$ cat src/rtl/i2c_calc_core.sv
// Byte-framed calculator behind an I2C slave: opcode/A/B write frame, 16-bit result
// and status readable through a cycling read pointer. Define CALC_MUL_EN to enable MUL (opcode 3).
module i2c_calc_core (
  input  logic       clk,
  input  logic       RST,
  input  logic       rx_valid,
  input  logic [7:0] rx_data,
  input  logic       rx_start,
  input  logic       rx_stop,
  input  logic       tx_req,
  output logic [7:0] tx_data,
  output logic       busy,
  output logic       done
);

  localparam logic [1:0] IDLE  = 2'd0;
  localparam logic [1:0] GET_A = 2'd1;
  localparam logic [1:0] GET_B = 2'd2;
  localparam logic [1:0] EXEC  = 2'd3;

  localparam logic [1:0] PTR_STATUS = 2'd0;
  localparam logic [1:0] PTR_RES_HI = 2'd1;
  localparam logic [1:0] PTR_RES_LO = 2'd2;

  logic [1:0]  state_q, state_d;
  logic [1:0]  ptr_q, ptr_d;
  logic [7:0]  opcode_q, opcode_d;
  logic [7:0]  a_q, a_d;
  logic [7:0]  b_q, b_d;
  logic [15:0] result_q, result_d;
  logic        err_q, err_d;
  logic        ferr_q, ferr_d;
  logic        ovr_q, ovr_d;
  logic        busy_q, busy_d;
  logic        done_q, done_d;
  logic [7:0]  tx_data_q, tx_data_d;

  logic [1:0]  st;
  logic        invalid;
  logic        finish;
  logic [15:0] alu_res;

`ifdef CALC_MUL_EN
  logic [15:0] acc_q, acc_d;
  logic [15:0] mcand_q, mcand_d;
  logic [7:0]  mplier_q, mplier_d;
  logic [2:0]  cnt_q, cnt_d;
  logic [15:0] acc_sum;
`endif

  assign tx_data = tx_data_q;
  assign busy    = busy_q;
  assign done    = done_q;

  always_comb begin
`ifdef CALC_MUL_EN
    invalid = |opcode_q[7:2];
`else
    invalid = (|opcode_q[7:2]) || (opcode_q[1:0] == 2'd3);
`endif
    case (opcode_q[1:0])
      2'd0:    alu_res = {8'h00, a_q} + {8'h00, b_q};
      2'd1:    alu_res = {8'h00, a_q} - {8'h00, b_q};
      2'd2:    alu_res = {8'h00, a_q ^ b_q};
      default: alu_res = '1;
    endcase
  end

  always_comb begin
    st       = state_q;
    ptr_d    = ptr_q;
    opcode_d = opcode_q;
    a_d      = a_q;
    b_d      = b_q;
    result_d = result_q;
    err_d    = err_q;
    ferr_d   = ferr_q;
    ovr_d    = ovr_q;
    busy_d   = busy_q;
    done_d   = 1'b0;
    finish   = 1'b0;
`ifdef CALC_MUL_EN
    acc_d    = acc_q;
    mcand_d  = mcand_q;
    mplier_d = mplier_q;
    cnt_d    = cnt_q;
    acc_sum  = '0;
`endif

    if (rx_start) begin
      ptr_d = PTR_STATUS;
    end else if (tx_req) begin
      ptr_d = (ptr_q == PTR_RES_LO) ? PTR_STATUS : ptr_q + 2'd1;
    end

    // Start, then stop, then the byte are applied in that order, each seeing the state left by the previous.
    if (rx_start && (st == GET_A || st == GET_B)) st = IDLE;
    if (rx_stop && (st == GET_A || st == GET_B)) begin
      ferr_d = 1'b1;
      st     = IDLE;
    end

    if (rx_valid) begin
      case (st)
        IDLE: begin
          opcode_d = rx_data;
          err_d    = 1'b0;
          ferr_d   = 1'b0;
          ovr_d    = 1'b0;
          st       = GET_A;
        end
        GET_A: begin
          a_d = rx_data;
          st  = GET_B;
        end
        GET_B: begin
          b_d    = rx_data;
          busy_d = 1'b1;
          st     = EXEC;
`ifdef CALC_MUL_EN
          acc_d    = '0;
          mcand_d  = {8'h00, a_q};
          mplier_d = rx_data;
          cnt_d    = '0;
`endif
        end
        default: ovr_d = 1'b1;
      endcase
    end

    if (state_q == EXEC) begin
`ifdef CALC_MUL_EN
      if (!invalid && opcode_q[1:0] == 2'd3) begin
        acc_sum  = acc_q + (mplier_q[0] ? mcand_q : 16'h0000);
        acc_d    = acc_sum;
        mcand_d  = {mcand_q[14:0], 1'b0};
        mplier_d = {1'b0, mplier_q[7:1]};
        cnt_d    = cnt_q + 3'd1;
        if (cnt_q == 3'd7) begin
          result_d = acc_sum;
          finish   = 1'b1;
        end
      end else begin
        result_d = invalid ? 16'hFFFF : alu_res;
        if (invalid) err_d = 1'b1;
        finish = 1'b1;
      end
`else
      result_d = invalid ? 16'hFFFF : alu_res;
      if (invalid) err_d = 1'b1;
      finish = 1'b1;
`endif
      if (finish) begin
        done_d = 1'b1;
        busy_d = 1'b0;
        st     = IDLE;
      end
    end

    state_d = st;

    // Read byte is built from next-state values so tx_data tracks the pointer without extra lag.
    case (ptr_d)
      PTR_RES_HI: tx_data_d = result_d[15:8];
      PTR_RES_LO: tx_data_d = result_d[7:0];
      default:    tx_data_d = {busy_d, 4'b0000, ovr_d, ferr_d, err_d};
    endcase
  end

  always_ff @(posedge clk or posedge RST) begin
    if (RST) begin
      state_q   <= IDLE;
      ptr_q     <= PTR_STATUS;
      opcode_q  <= '0;
      a_q       <= '0;
      b_q       <= '0;
      result_q  <= '0;
      err_q     <= 1'b0;
      ferr_q    <= 1'b0;
      ovr_q     <= 1'b0;
      busy_q    <= 1'b0;
      done_q    <= 1'b0;
      tx_data_q <= '0;
    end else begin
      state_q   <= state_d;
      ptr_q     <= ptr_d;
      opcode_q  <= opcode_d;
      a_q       <= a_d;
      b_q       <= b_d;
      result_q  <= result_d;
      err_q     <= err_d;
      ferr_q    <= ferr_d;
      ovr_q     <= ovr_d;
      busy_q    <= busy_d;
      done_q    <= done_d;
      tx_data_q <= tx_data_d;
    end
  end

`ifdef CALC_MUL_EN
  always_ff @(posedge clk or posedge RST) begin
    if (RST) begin
      acc_q    <= '0;
      mcand_q  <= '0;
      mplier_q <= '0;
      cnt_q    <= '0;
    end else begin
      acc_q    <= acc_d;
      mcand_q  <= mcand_d;
      mplier_q <= mplier_d;
      cnt_q    <= cnt_d;
    end
  end
`endif

endmodule

$ cat config.mk
export PLATFORM = sky130hd
export DESIGN_NAME = i2c_calc_core
export DESIGN_NICKNAME = d
export VERILOG_FILES = /design/src/rtl/i2c_calc_core.sv
export SDC_FILE = /design/constraint.sdc
export NUM_CORES = 1
export LEC_CHECK = 0
export CAP_MARGIN = 20
export CORE_ASPECT_RATIO = 1.4
export CORE_MARGIN = 3
export CORE_UTILIZATION = 45
export CTS_BUF_LIST = sky130_fd_sc_hd__clkbuf_8
export DETAILED_ROUTE_END_ITERATION = 12
export HOLD_SLACK_MARGIN = 0.08
export PLACE_DENSITY = 0.74
export SETUP_SLACK_MARGIN = 0.05
export SLEW_MARGIN = 20
export SYNTH_ARGS = -nofsm -noshare
export SYNTH_HDL_FRONTEND = slang
export SYNTH_SLANG_ARGS = --single-unit
$ cat constraint.sdc
create_clock -name clk -period 3.9 [get_ports clk]
set_input_delay 0.78 -clock clk [delete_from_list [all_inputs] [get_ports clk]]
set_output_delay 0.78 -clock clk [all_outputs]
set_load 0.02 [all_outputs]
After elaboration in Yosys (flattened, before gate mapping). Cells that the tools add are included.

Bitwise gates (word level): 1. Add/subtract/negate cells: 3. Equality and inequality tests: 13. Muxes and demuxes: 25. Reduce and logical (&&, ||, !) cells: 12.

Operator list (count): 16-bit case mux with 3 select lines (1); 16-bit two-way mux (2); 2-bit == test, second input constant (8); 8-bit case mux with 2 select lines (1); 2-bit two-way mux (7); 1-bit two-way mux (12); 2-bit by 1-bit == test with 1-bit output, second input constant (5); 8-bit by 8-bit adder with 9-bit output (1); 8-bit by 8-bit subtractor with 9-bit output (1); 8-bit bitwise XOR (1); 2-bit case mux with 3 select lines (1); 2-bit AND reduction (3); 6-bit OR reduction (1); 2-bit zero test (2); 1-bit logical OR (3); 2-bit by 1-bit adder with 2-bit output, second input constant (1); 1-bit logical AND (2); 1-bit case mux with 2 select lines (1); 2-bit OR reduction (1).

Output and inout bits: 10. Input bits: 14. Logic and storage cells: 66. Flip-flop bits (word level): 57.

Longest topological paths before layout. Gate-level depths: netlist (run 1).

Depth in word-level cells: 14. Gate-level depth with buffers: 10.

Worst setup path after synthesis (run 1). Ideal clock, no wire load.

Path kind: flip-flop to flip-flop. Start: reg a_q[0]. End: reg tx_data_q[0] (netlist: tx_data[0]). Buffers on the path: 0. Setup slack: 1608 ps. Stages on the path, launching flop included: 10. Library setup time: 120 ps. Arrival time: 2172 ps. Cell sequence: dfrtp_1 -> inv_1 -> ha_1 -> fa_1 -> nand2b_1 -> a21oi_1 -> or2_4 -> a31oi_1 -> o41a_1 -> a31o_1.

Word-level cells in the longest chain between the ends: 5.

RTL lines: start: declaration (line 28) `logic [7:0] a_q, a_d;`; start signal: assignment (line 175) `a_q <= '0;`; start signal: assignment (line 188) `a_q <= a_d;`; 8-bit by 8-bit subtractor with 9-bit output / 8-bit by 8-bit adder with 9-bit output (equally long branches) (line 63, 62); 16-bit case mux with 3 select lines (*) (line 61) `case (opcode_q[1:0])`; 16-bit two-way mux (*) (line 149) `result_d = invalid ? 16'hFFFF : alu_res;`; 16-bit two-way mux (*) (line 131) `if (state_q == EXEC) begin`; net result_d[8] (line 30) `logic [15:0] result_q, result_d;`; 8-bit case mux with 2 select lines (*) (line 163) `case (ptr_d)`; net tx_data_d[0] (line 36) `logic [7:0] tx_data_q, tx_data_d;`; end signal: assignment (line 196) `tx_data_q <= tx_data_d;`; end: declaration (line 36).

The timed path passes the listed nets; every way through them passes the cells marked *. A chain may end at the register's enable or synchronous reset.

Worst setup path in the final report (run 1).
Start: reg a_q[4]. End: reg tx_data_q[7] (netlist: tx_data[7]).

Word-level cells in the longest chain between the ends: 5.

RTL lines (line): 8-bit by 8-bit subtractor with 9-bit output / 8-bit by 8-bit adder with 9-bit output (equally long branches) (63, 62); 16-bit case mux with 3 select lines (*) (61); 16-bit two-way mux (*) (149); 16-bit two-way mux (*) (131); 8-bit case mux with 2 select lines (*) (163); net tx_data_d[7] (36).

Marked as above.

==> impl_results.md, run 1 <==
- Root buf cell: clkbuf_8
- Unique cell type count in the Yosys netlist: 59
- Syn_area_per_cell: 10.35 µm²
- Avg WL per Cell: 15.54 µm
- Critical path class: flip-flop to flip-flop
- Hold buffers post-CTS: 0
- Tmin final: 2678 ps
- Synth Register Bits: 57
- GRT Total Usage: 18.06%
- P&R area growth vs syn: 15.74%
- Input/output buffers: 23
- Net Switching: 0.001358 W
- Post-route DRC: 0
- Int Power: 0.002000 W
- Post-synth EDFFs: 0
- Syn_nets: ~370
- Synth Flop Type: dfrtp_1
- Final Skew: just under 8 ps
- Async SR Flop Fraction: 100.0%
- Critical-path cell list: ha_1 > nor2b_1 > o211a_1 > a2111oi_1 > mux2i_1 > a31oi_1 > o31a_1
- Hold Path Stages: 2
- TritonCTS Buffers: 9
- Logic pwr share: 49.2%
- TNS Setup: 0 ps
- Fill count: between 600 and 700
- Max VDD drop: 0.0004189 V
- Clk network pwr share: 20.7%
- Final net count: 388
- Post-CTS Setup Inserts: 0
- Final period utilization: 68.67%
- Outcome: complete, no violations
- Residual antenna-violating net count after detailed routing: 0
- Flop pwr share: 30.0%
- Clk sink count: 57
- Peak Freq: 373.4 MHz
- Die X-Extent: between 70 and 80 µm
- Vias in the first global route: 2523
- Pre-antenna DRT Iters: 4
- Max-slew violations: 0
- Worst Hold Class: flip-flop to flip-flop
- CTS tree: built
- Worst-Margin Slew: slightly below 700 ps
- Final wirelength: approximately 6.9 mm
- Post-synth top area share: between 40% and 50%
- WP data arrival: 2910 ps
- Slew headroom: 54.23%
- Synth Warn #: 0
- Static Leak: ~1.7 nW
- Netlist Area Pre-Place: 3363 µm²
- Clk pin slew, worst setup/hold paths: 70 ps
- # rows: 36
- Die H: 108.3 µm
- Synth Instances: between 300 and 400
- Crit Path Max Fanout: 11
- Register area share after synthesis: a little over two fifths
- Layout cell share with drive strength beyond 1: about 18%
- DP Wirelength: 5.309 mm
- CP Capture Type: flip-flop
- Clock buffer depth: 2
- Core area: 7117 µm²
- RSZ-0062 raised after global routing: false
- Cell taking the most area after synthesis: dfrtp_1
- Initial antenna violation count: 0
- Final core occ: 54.69%
- Switching Share: 40.44%
- Type of element launching the critical path: flip-flop
- Synth area leaders: dfrtp_1, ha_1, mux2_2, nor2_1, inv_1
- Diodes inserted: 0
- Critical Path Max Stage Delay: around 520 ps
- Initial drt markers: 83
- Placer Congestion: 0.9095
- H-tree depth: 3
- Max-Cap Viols: 0
- Die outline area: 8562 µm²
- Post_cts resized: 0
- Vias/cell: approximately 5.5
- Largest net degree at the start of global routing: 35
- CP max stage cell: a2111oi_1
- Overall Power: around 0.0034 W
- Vias: 2440
- Req. time, crit path: roughly 4100 ps
- Worst-Skew Late Latency: about 340 ps
- Setup violators final: 0
- IO Pins: 24
- PD cells: 862.6 nW/µm²
- Final hold vios: 0
- First-pass GRT wire length: between 10 and 15 mm
- Initial core utilization: 47.26%
- Reg2Reg Depth: 7
- Aggregate global routing overflow: 0
==> cells by family after synthesis <==
family                   after synthesis  share of synthesized area [%]
AO/OA/AOI/OAI                         70                          15.07
AND/OR/NAND/NOR                       97                          14.88
XOR/XNOR                               6                          1.563
flip-flops                            57                          42.41
multiplexers                          32                          10.49
adder cells (fa/ha/maj)               27                          10.49
buffers and inverters                 36                          5.096
==> metrics by stage <==
stage	hold WS (ps)	setup WS [ps]	cell area [µm²]	cells
global placement	459.0	1073	3638	431
CTS	492.1	1229	3892	447
global route	517.5	1018	3892	447
floorplan	446.9	1608	3363	325
detailed placement	475.9	1002	3638	431
finish	482.8	1222	3892	447
==> area by class of cell <==
class | instances | area, µm² | share of cell area, %
clock buffers | 11 | 151.4 | 3.889
well taps | 95 | 118.9 | 3.054
inverters | 22 | 82.58 | 2.122
repair buffers | 25 | 245.2 | 6.300
clock inverters | 5 | 102.6 | 2.636
flip-flops and latches | 57 | 1426 | 36.64
multi-input cells | 232 | 1765 | 45.36
==> layer usage <==
layer,track usage [%],part of all wire (%)
met1,20.76,41
met2,31.87,52
met3,5.000,4.4
met4,6.511,2.0
met5,0,0
==> synthesized netlist by cell type, drive strengths merged, types with 3 or more instances <==
library cell / count
nand2: 17
mux2: 26
nand3: 11
o31a: 3
o22ai: 3
ha: 25
inv: 22
dfrtp: 57
a21o: 4
clkbuf: 6
buf: 8
a21oi: 15
nor3: 7
nand2b: 8
a31oi: 7
a211oi: 7
xnor2: 3
a22oi: 3
mux2i: 6
nor2: 33
or2: 4
o21ai: 12
and3: 3
nor2b: 6
xor2: 3
==> path summary, 6_finish.rpt <==
kind	startpoint	endpoint	slack, ps
min in group asynchronous	RST	opcode_q[4]	860
max	a_q[4]	tx_data[7]	1220
max in group asynchronous	RST	result_q[14]	2270
max reg2reg	a_q[4]	tx_data[7]	1220
min reg2reg	result_q[13]	result_q[13]	480
min	result_q[13]	result_q[13]	480
==> power by group through the flow <==
stage	logic (W)	registers, W	clock network (W)
finish	0.00165	0.00101	0.000696
global route	0.00185	0.00104	0.000738
CTS	0.00165	0.00101	0.000708
detailed placement	0.00164	0.00102	0
global placement	0.00161	0.00100	0
floorplan	0.00130	0.000986	0
==> worst max-delay path: cells and delay by family (launching register included) <==
family,cells,cell delay [ps]
multiplexers,1,310
adder cells (fa/ha/maj),1,500
flip-flops,1,410
AND/OR/NAND/NOR,1,140
AO/OA/AOI/OAI,4,1210
==> cell usage in the layout (no fill, tap or decap), types with 3 or more instances in the layout <==
cell	netlist	final
nand3_1	10	10
o22ai_1	3	3
or2_2	3	3
ha_1	25	25
o21ai_1	3	3
a22oi_1	3	3
nand2b_1	8	8
nor2_1	33	33
dfrtp_1	57	57
xor2_1	3	3
mux2_2	26	26
inv_1	22	22
nor2b_1	6	6
nand2_1	16	16
a211oi_2	3	3
a21oi_1	15	15
a21o_1	4	4
nor3_1	5	5
and3_1	3	3
o21ai_0	9	9
a31oi_1	7	7
mux2i_1	6	6
clkbuf_8	1	11
xnor2_1	3	3
bufinv_16	0	3
clkdlybuf4s50_1	0	23
a211oi_1	4	4
==> sequential cells by signal, indices dropped and copies added (netlist names) <==
register  cells
b_q           8
ovr_q         1
tx_data       8
result_q     16
opcode_q      8
a_q           8
ferr_q        1
done          1
ptr_q         2
err_q         1
busy          1
state_q       2
No activity file was read; power rests on OpenSTA's default activity.
==> run 2, diff against run 1 <==
clock period = 2.6 ns   (was 3.9 ns; I/O delays follow)
==> impl_results.md, run 2 (same netlist as run 1, synthesis figures left out) <==
- IO Pins: 24 (unchanged)
- WP data arrival: 2630 ps (-280 ps)
- Fill count: 663 (-1.8%)
- Die X-Extent: 79.07 µm (unchanged)
- TNS Setup: 0 ps (unchanged)
- Int Power: 0.003104 W (+55%)
- Max-Cap Viols: 0 (unchanged)
- Setup violators final: 0 (unchanged)
- Reg2Reg Depth: 7 (unchanged)
- Final Skew: 7.658 ps (-0.2410 ps)
- Max reg flops: 16 (unchanged)
- Final hold vios: 0 (unchanged)
- Aggregate global routing overflow: 0 (unchanged)
- Placer Congestion: 0.8525 (-6.3%)
- Worst-Skew Late Latency: 330 ps (about the same)
- Core area: 7117 µm² (unchanged)
- Die H: 108.3 µm (unchanged)
- Switching Share: 40.29% (-0.15 points)
- Critical path class: flip-flop to flip-flop
- Hold Path Stages: 2 (unchanged)
- Req. time, crit path: 2810 ps (-1320 ps)
- Flop pwr share: 29.2% (-0.8 points)
- CTS tree: built
- Register-to-register setup slack: 180 ps (-1040 ps)
- Biggest register: result_q
- Logic pwr share: 51.6% (+2.4 points)
- Vias: 2501 (+2.5%)
- Tmin final: 2419 ps (-259.1 ps)
- Outcome: complete, no violations
- Met2 wire len: 3.879 mm (+6.6%)
- Largest net degree at the start of global routing: 58 (+66%)
- Type of element launching the critical path: flip-flop
- Clk pin slew, worst setup/hold paths: 70 ps (about the same)
- CP Capture Type: flip-flop
- Initial core utilization: 47.26% (unchanged)
- Final period utilization: 93.05% (+24 points)
- Most common cell after layout, fill and taps aside: dfrtp_1
- DP Wirelength: 5.425 mm (+2.2%)
- Initial antenna violation count: 0 (unchanged)
- # rows: 36 (unchanged)
- TritonCTS Buffers: 9 (unchanged)
- H-tree depth: 3 (unchanged)
- DRT met1 WL: 2.977 mm (+4.2%)
- RSZ-0062 raised after global routing: false
- Clk sink count: 57 (unchanged)
- First-pass GRT wire length: 11.95 mm (+0.40%)
- Critical-path cell list: ha_1 > or4_1 > a211oi_2 > a2111oi_2 > mux2i_1 > a31oi_1 > o31a_1
- Pre-antenna DRT Iters: 4 (unchanged)
- GRT Total Usage: 18.04% (-0.019 points)
- Vias/cell: 5.425 (-0.61%)
- Critical Path Max Stage Delay: 560 ps (+40 ps)
- PD cells: 1287 nW/µm² (+49%)
- Final core occ: 56.79% (+2.1 points)
- Final net count: 402 (+3.6%)
- Avg WL per Cell: 15.75 µm (+1.3%)
- Static Leak: 1.769 nW (+4.1%)
- Initial drt markers: 118 (+42%)
- Max VDD drop: 0.0007353 V (+76%)
- Peak Freq: 413.4 MHz (+11%)
- Residual antenna-violating net count after detailed routing: 0 (unchanged)
- Most frequent cells in the layout: dfrtp_1, nor2_1, mux2_2
- Net Switching: 0.002095 W (+54%)
- CP max stage cell: or4_1
- Slew headroom: 61.45% (+7.2 points)
- Input/output buffers: 23 (unchanged)
- Root buf cell: clkbuf_8
- Max-slew violations: 0 (unchanged)
- Die outline area: 8562 µm² (unchanged)
- P&R area growth vs syn: 20.16%
- Clock buffer depth: 2 (unchanged)
- Post-route DRC: 0 (unchanged)
- Routed wl met3: 299 µm (-1.6%)
- Worst Hold Class: flip-flop to flip-flop
- Diodes inserted: 0 (unchanged)
- Top sig layer: met4
- Clk network pwr share: 19.2% (-1.5 points)
- Layout cell share with drive strength beyond 1: 22.13% (+4.5 points)
- Crit Path Max Fanout: 6 (-5)
- Vias in the first global route: 2512 (-0.44%)
- Worst-Margin Slew: 578.2 ps (-107.3 ps)
- Final wirelength: 7.260 mm (+4.5%)
## run 2: changes by cell type in the layout (fill, tap and decap cells not counted), sizes merged
cell	delta
clkinv	+1
clkbuf	-2
inv	-1
buf	+14
clkinvlp	+2
## run 2: critical path: cells and delay by family, from the launching register on
family                   cells  cell delay [ps]
AO/OA/AOI/OAI                4              790
multiplexers                 1              200
flip-flops                   1              400
adder cells (fa/ha/maj)      1              370
AND/OR/NAND/NOR              1              560
## run 2: layer usage
layer	GRT usage (%)	vias up
met4	6.020	0
met5	0	-
li1	-	1226
met3	4.000	7
met1	20.92	1213
met2	32.59	55
## run 2: area by class of cell
class                      count  area, µm²  share of cell area [%]
sequential                    57       1426                   35.29
timing repair buffer          39      387.9                   9.598
multi-input combinational    232       1783                   44.12
clock inverter                 7      118.9                   2.941
clock buffer                   9      123.9                   3.065
inverter                      22      82.58                   2.043
tap                           95      118.9                   2.941
## run 2: timing repair
action / CTS / global route
gates resized for setup: 0 / 4
setup buffers: 0 / 1
hold buffers: 0 / 0
setup endpoints to repair: 0 / 8
## run 2: power by group through the flow
stage          clock (W)  combinational, W  sequential (W)
2_1_floorplan          0           0.00195         0.00148
3_3_place_gp           0           0.00255         0.00151
3_5_place_dp           0           0.00262         0.00153
4_1_cts          0.00102           0.00263         0.00152
5_1_grt          0.00106           0.00298         0.00157
6_report        0.000999           0.00268         0.00152
## run 2: worst paths after layout
path,startpoint,endpoint
setup / recovery,a_q[4],tx_data[7]
max in group asynchronous,RST,tx_data[4]
setup reg to reg,a_q[4],tx_data[7]
hold reg to reg,result_q[10],result_q[10]
hold / removal,result_q[10],result_q[10]
min in group asynchronous,RST,a_q[6]
## run 2: per-stage QoR
step           hold WS (ps)  cell area [µm²]  worst slack (ps)  power, W  instances
4_1_cts               497.0             4016             54.01  0.005171        460
3_5_place_dp          479.4             3774             28.47  0.004150        444
6_report              488.8             4041             180.8  0.005199        461
5_1_grt               524.8             4041             66.18  0.005607        461
2_1_floorplan         446.9             3363             308.1  0.003430        325
3_3_place_gp          472.2             3774             107.5  0.004055        444
==> run 3, diff against run 2 <==
CORE_ASPECT_RATIO = default   (was 1.4)
CORE_MARGIN = default   (was 3)
==> impl_results.md, run 3 (same netlist as run 1, synthesis figures left out) <==
- Worst-Margin Slew: 519.7 ps (-58.45 ps)
- Hold Path Stages: 2 (unchanged)
- DP Wirelength: 5.017 mm (-7.5%)
- Biggest register: result_q
- Final Skew: 10.94 ps (+3.284 ps)
- Pre-antenna DRT Iters: 8 (+4)
- Max reg flops: 16 (unchanged)
- Initial drt markers: 138 (+17%)
- Core area: 7253 µm² (+1.9%)
- TNS Setup: 0 ps (unchanged)
- Net Switching: 0.002099 W (+0.18%)
- Most common cell after layout, fill and taps aside: dfrtp_1
- Int Power: 0.003013 W (-2.9%)
- Most frequent cells in the layout: dfrtp_1, nor2_1, mux2_2
- Root buf cell: clkbuf_8
- Placer Congestion: 0.8419 (-1.2%)
- Max-Cap Viols: 0 (unchanged)
- Flop pwr share: 29.0% (-0.2 points)
- Switching Share: 41.05% (+0.76 points)
- Non-Filler Instances: 464 (+0.65%)
- Max VDD drop: 0.0007446 V (+1.3%)
- Max-slew violations: 0 (unchanged)
- Final period utilization: 92.45% (-0.60 points)
- P&R area growth vs syn: 19.72%
- Type of element launching the critical path: flip-flop
- RR Startpoint: a_q[4]
- Initial core utilization: 46.37% (-0.89 points)
- Reg2Reg Depth: 7 (unchanged)
- Dpl cells: 448 (+0.90%)
- Final wirelength: 6.829 mm (-5.9%)
- Peak Freq: 416.0 MHz (+0.64%)
- Avg WL per Cell: 14.72 µm (-6.5%)
- Outcome: complete, but fails checks
- Post-CTS Setup Inserts: 0 (unchanged)
- Clk sink count: 57 (unchanged)
- Die outline area: 7823 µm² (-8.6%)
- Failing checks: DRC
- Critical path class: flip-flop to flip-flop
- Largest net degree at the start of global routing: 35 (-40%)
- PD cells: 1270 nW/µm² (-1.3%)
- Residual antenna-violating net count after detailed routing: 0 (unchanged)
- Vias in the first global route: 2502 (-0.40%)
- CP Capture Type: flip-flop
- Vias/cell: 5.401 (-0.45%)
- Post-route DRC: 2 (+2)
- Worst-Skew Late Latency: 350 ps (+20 ps)
- IO Pins: 24 (unchanged)
- Static Leak: 1.759 nW (-0.58%)
- Clk pin slew, worst setup/hold paths: 80 ps (about the same)
- Aggregate global routing overflow: 0 (unchanged)
- Sink of the worst hold path: tx_data[3]
- RSZ-0062 raised after global routing: true
- Logic pwr share: 52.7% (+1.1 points)
- # rows: 31 (-14%)
- Clock buffer depth: 2 (unchanged)
- WP data arrival: 2640 ps (about the same)
- CTS tree: built
- Hold path start: result_q[11]
- GRT Total Usage: 19.91% (+1.9 points)
- Tmin final: 2404 ps (-15.48 ps)
- Worst r2r dst: tx_data[7]
- Die X-Extent: 88.45 µm (+12%)
- Die H: 88.45 µm (-18%)
- Vias: 2506 (+0.20%)
- Slew headroom: 65.30% (+3.8 points)
- Clk network pwr share: 18.4% (-0.8 points)
- TritonCTS Buffers: 9 (unchanged)
- First-pass GRT wire length: 11.63 mm (-2.7%)
- Worst Hold Class: flip-flop to flip-flop
- Initial antenna violation count: 0 (unchanged)
- Input/output buffers: 23 (unchanged)
- Hold Worst Slack: 482.7 ps (-6.107 ps)
- Layout cell share with drive strength beyond 1: 22.19% (+0.061 points)
- Diodes inserted: 0 (unchanged)
- H-tree depth: 3 (unchanged)
- Crit Path Max Fanout: 6 (unchanged)
- Register-to-register setup slack: 200 ps (+20 ps)
- Final hold vios: 0 (unchanged)
- Req. time, crit path: 2830 ps (+20 ps)
- Final net count: 401 (-0.25%)
- Setup violators final: 0 (unchanged)
==> run 3: what timing repair did <==
action                                  4_1_cts  5_1_grt
gates resized for setup                       1        4
endpoints found under the setup margin        1        4
pin swaps                                     0        2
hold buffers                                  0        0
==> run 3: metrics by stage <==
stage | total power (W) | setup slack [ps] | cell area, µm² | utilization (%)
6_report | 0.005112 | 196.3 | 4026 | 55.51
5_1_grt | 0.005531 | 26.16 | 4026 | 55.51
4_1_cts | 0.005084 | 102.2 | 4009 | 55.27
3_5_place_dp | 0.004110 | 27.76 | 3779 | 52.10
3_3_place_gp | 0.004038 | 98.48 | 3779 | 52.10
2_1_floorplan | 0.003430 | 308.1 | 3363 | -
==> run 3: critical path, cell delays in order, from the launching register on <==
cell	delay, ps
dfrtp_1	400
ha_1	370
or4_1	550
a211oi_2	220
a2111oi_2	90
mux2i_1	220
a31oi_1	150
o31a_1	300
==> run 3: routing by layer <==
| metal | vias to the layer above | GRT usage (%) | share of wire, % |
|---|---|---|---|
| met2 | 36 | 32.73 | 48 |
| met1 | 1226 | 25.83 | 47 |
| met4 | 0 | 8.504 | 2.2 |
| met3 | 16 | 3.638 | 2.4 |
| met5 | - | 0 | 0 |
| li1 | 1228 | - | - |
==> run 3: power groups by stage <==
stage	clock network (W)	registers, W	logic [W]
after floorplan	0	0.00148	0.00195
after global placement	0	0.00148	0.00255
after detailed placement	0	0.00150	0.00261
after CTS	0.000959	0.00148	0.00264
after global routing	0.000988	0.00154	0.00301
final	0.000939	0.00148	0.00269
==> run 3: worst max-delay path by stage <==
stage / start / endpoint
after detailed placement: tx_req / tx_data[3]
after global routing: a_q[0] / tx_data[7]
after CTS: a_q[0] / tx_data[0]
after floorplan: a_q[0] / tx_data[0]
after global placement: tx_req / tx_data[3]
final: a_q[4] / tx_data[7]
==> run 3: final cells by class <==
cell class              count  area [µm²]
clock buffers               9       123.9
clock inverters             7       102.6
fillers                   626        3227
inverters                  22       82.58
multi-input cells         232        1787
flip-flops and latches     57        1426
well taps                  99       123.9
repair buffers             38       380.4
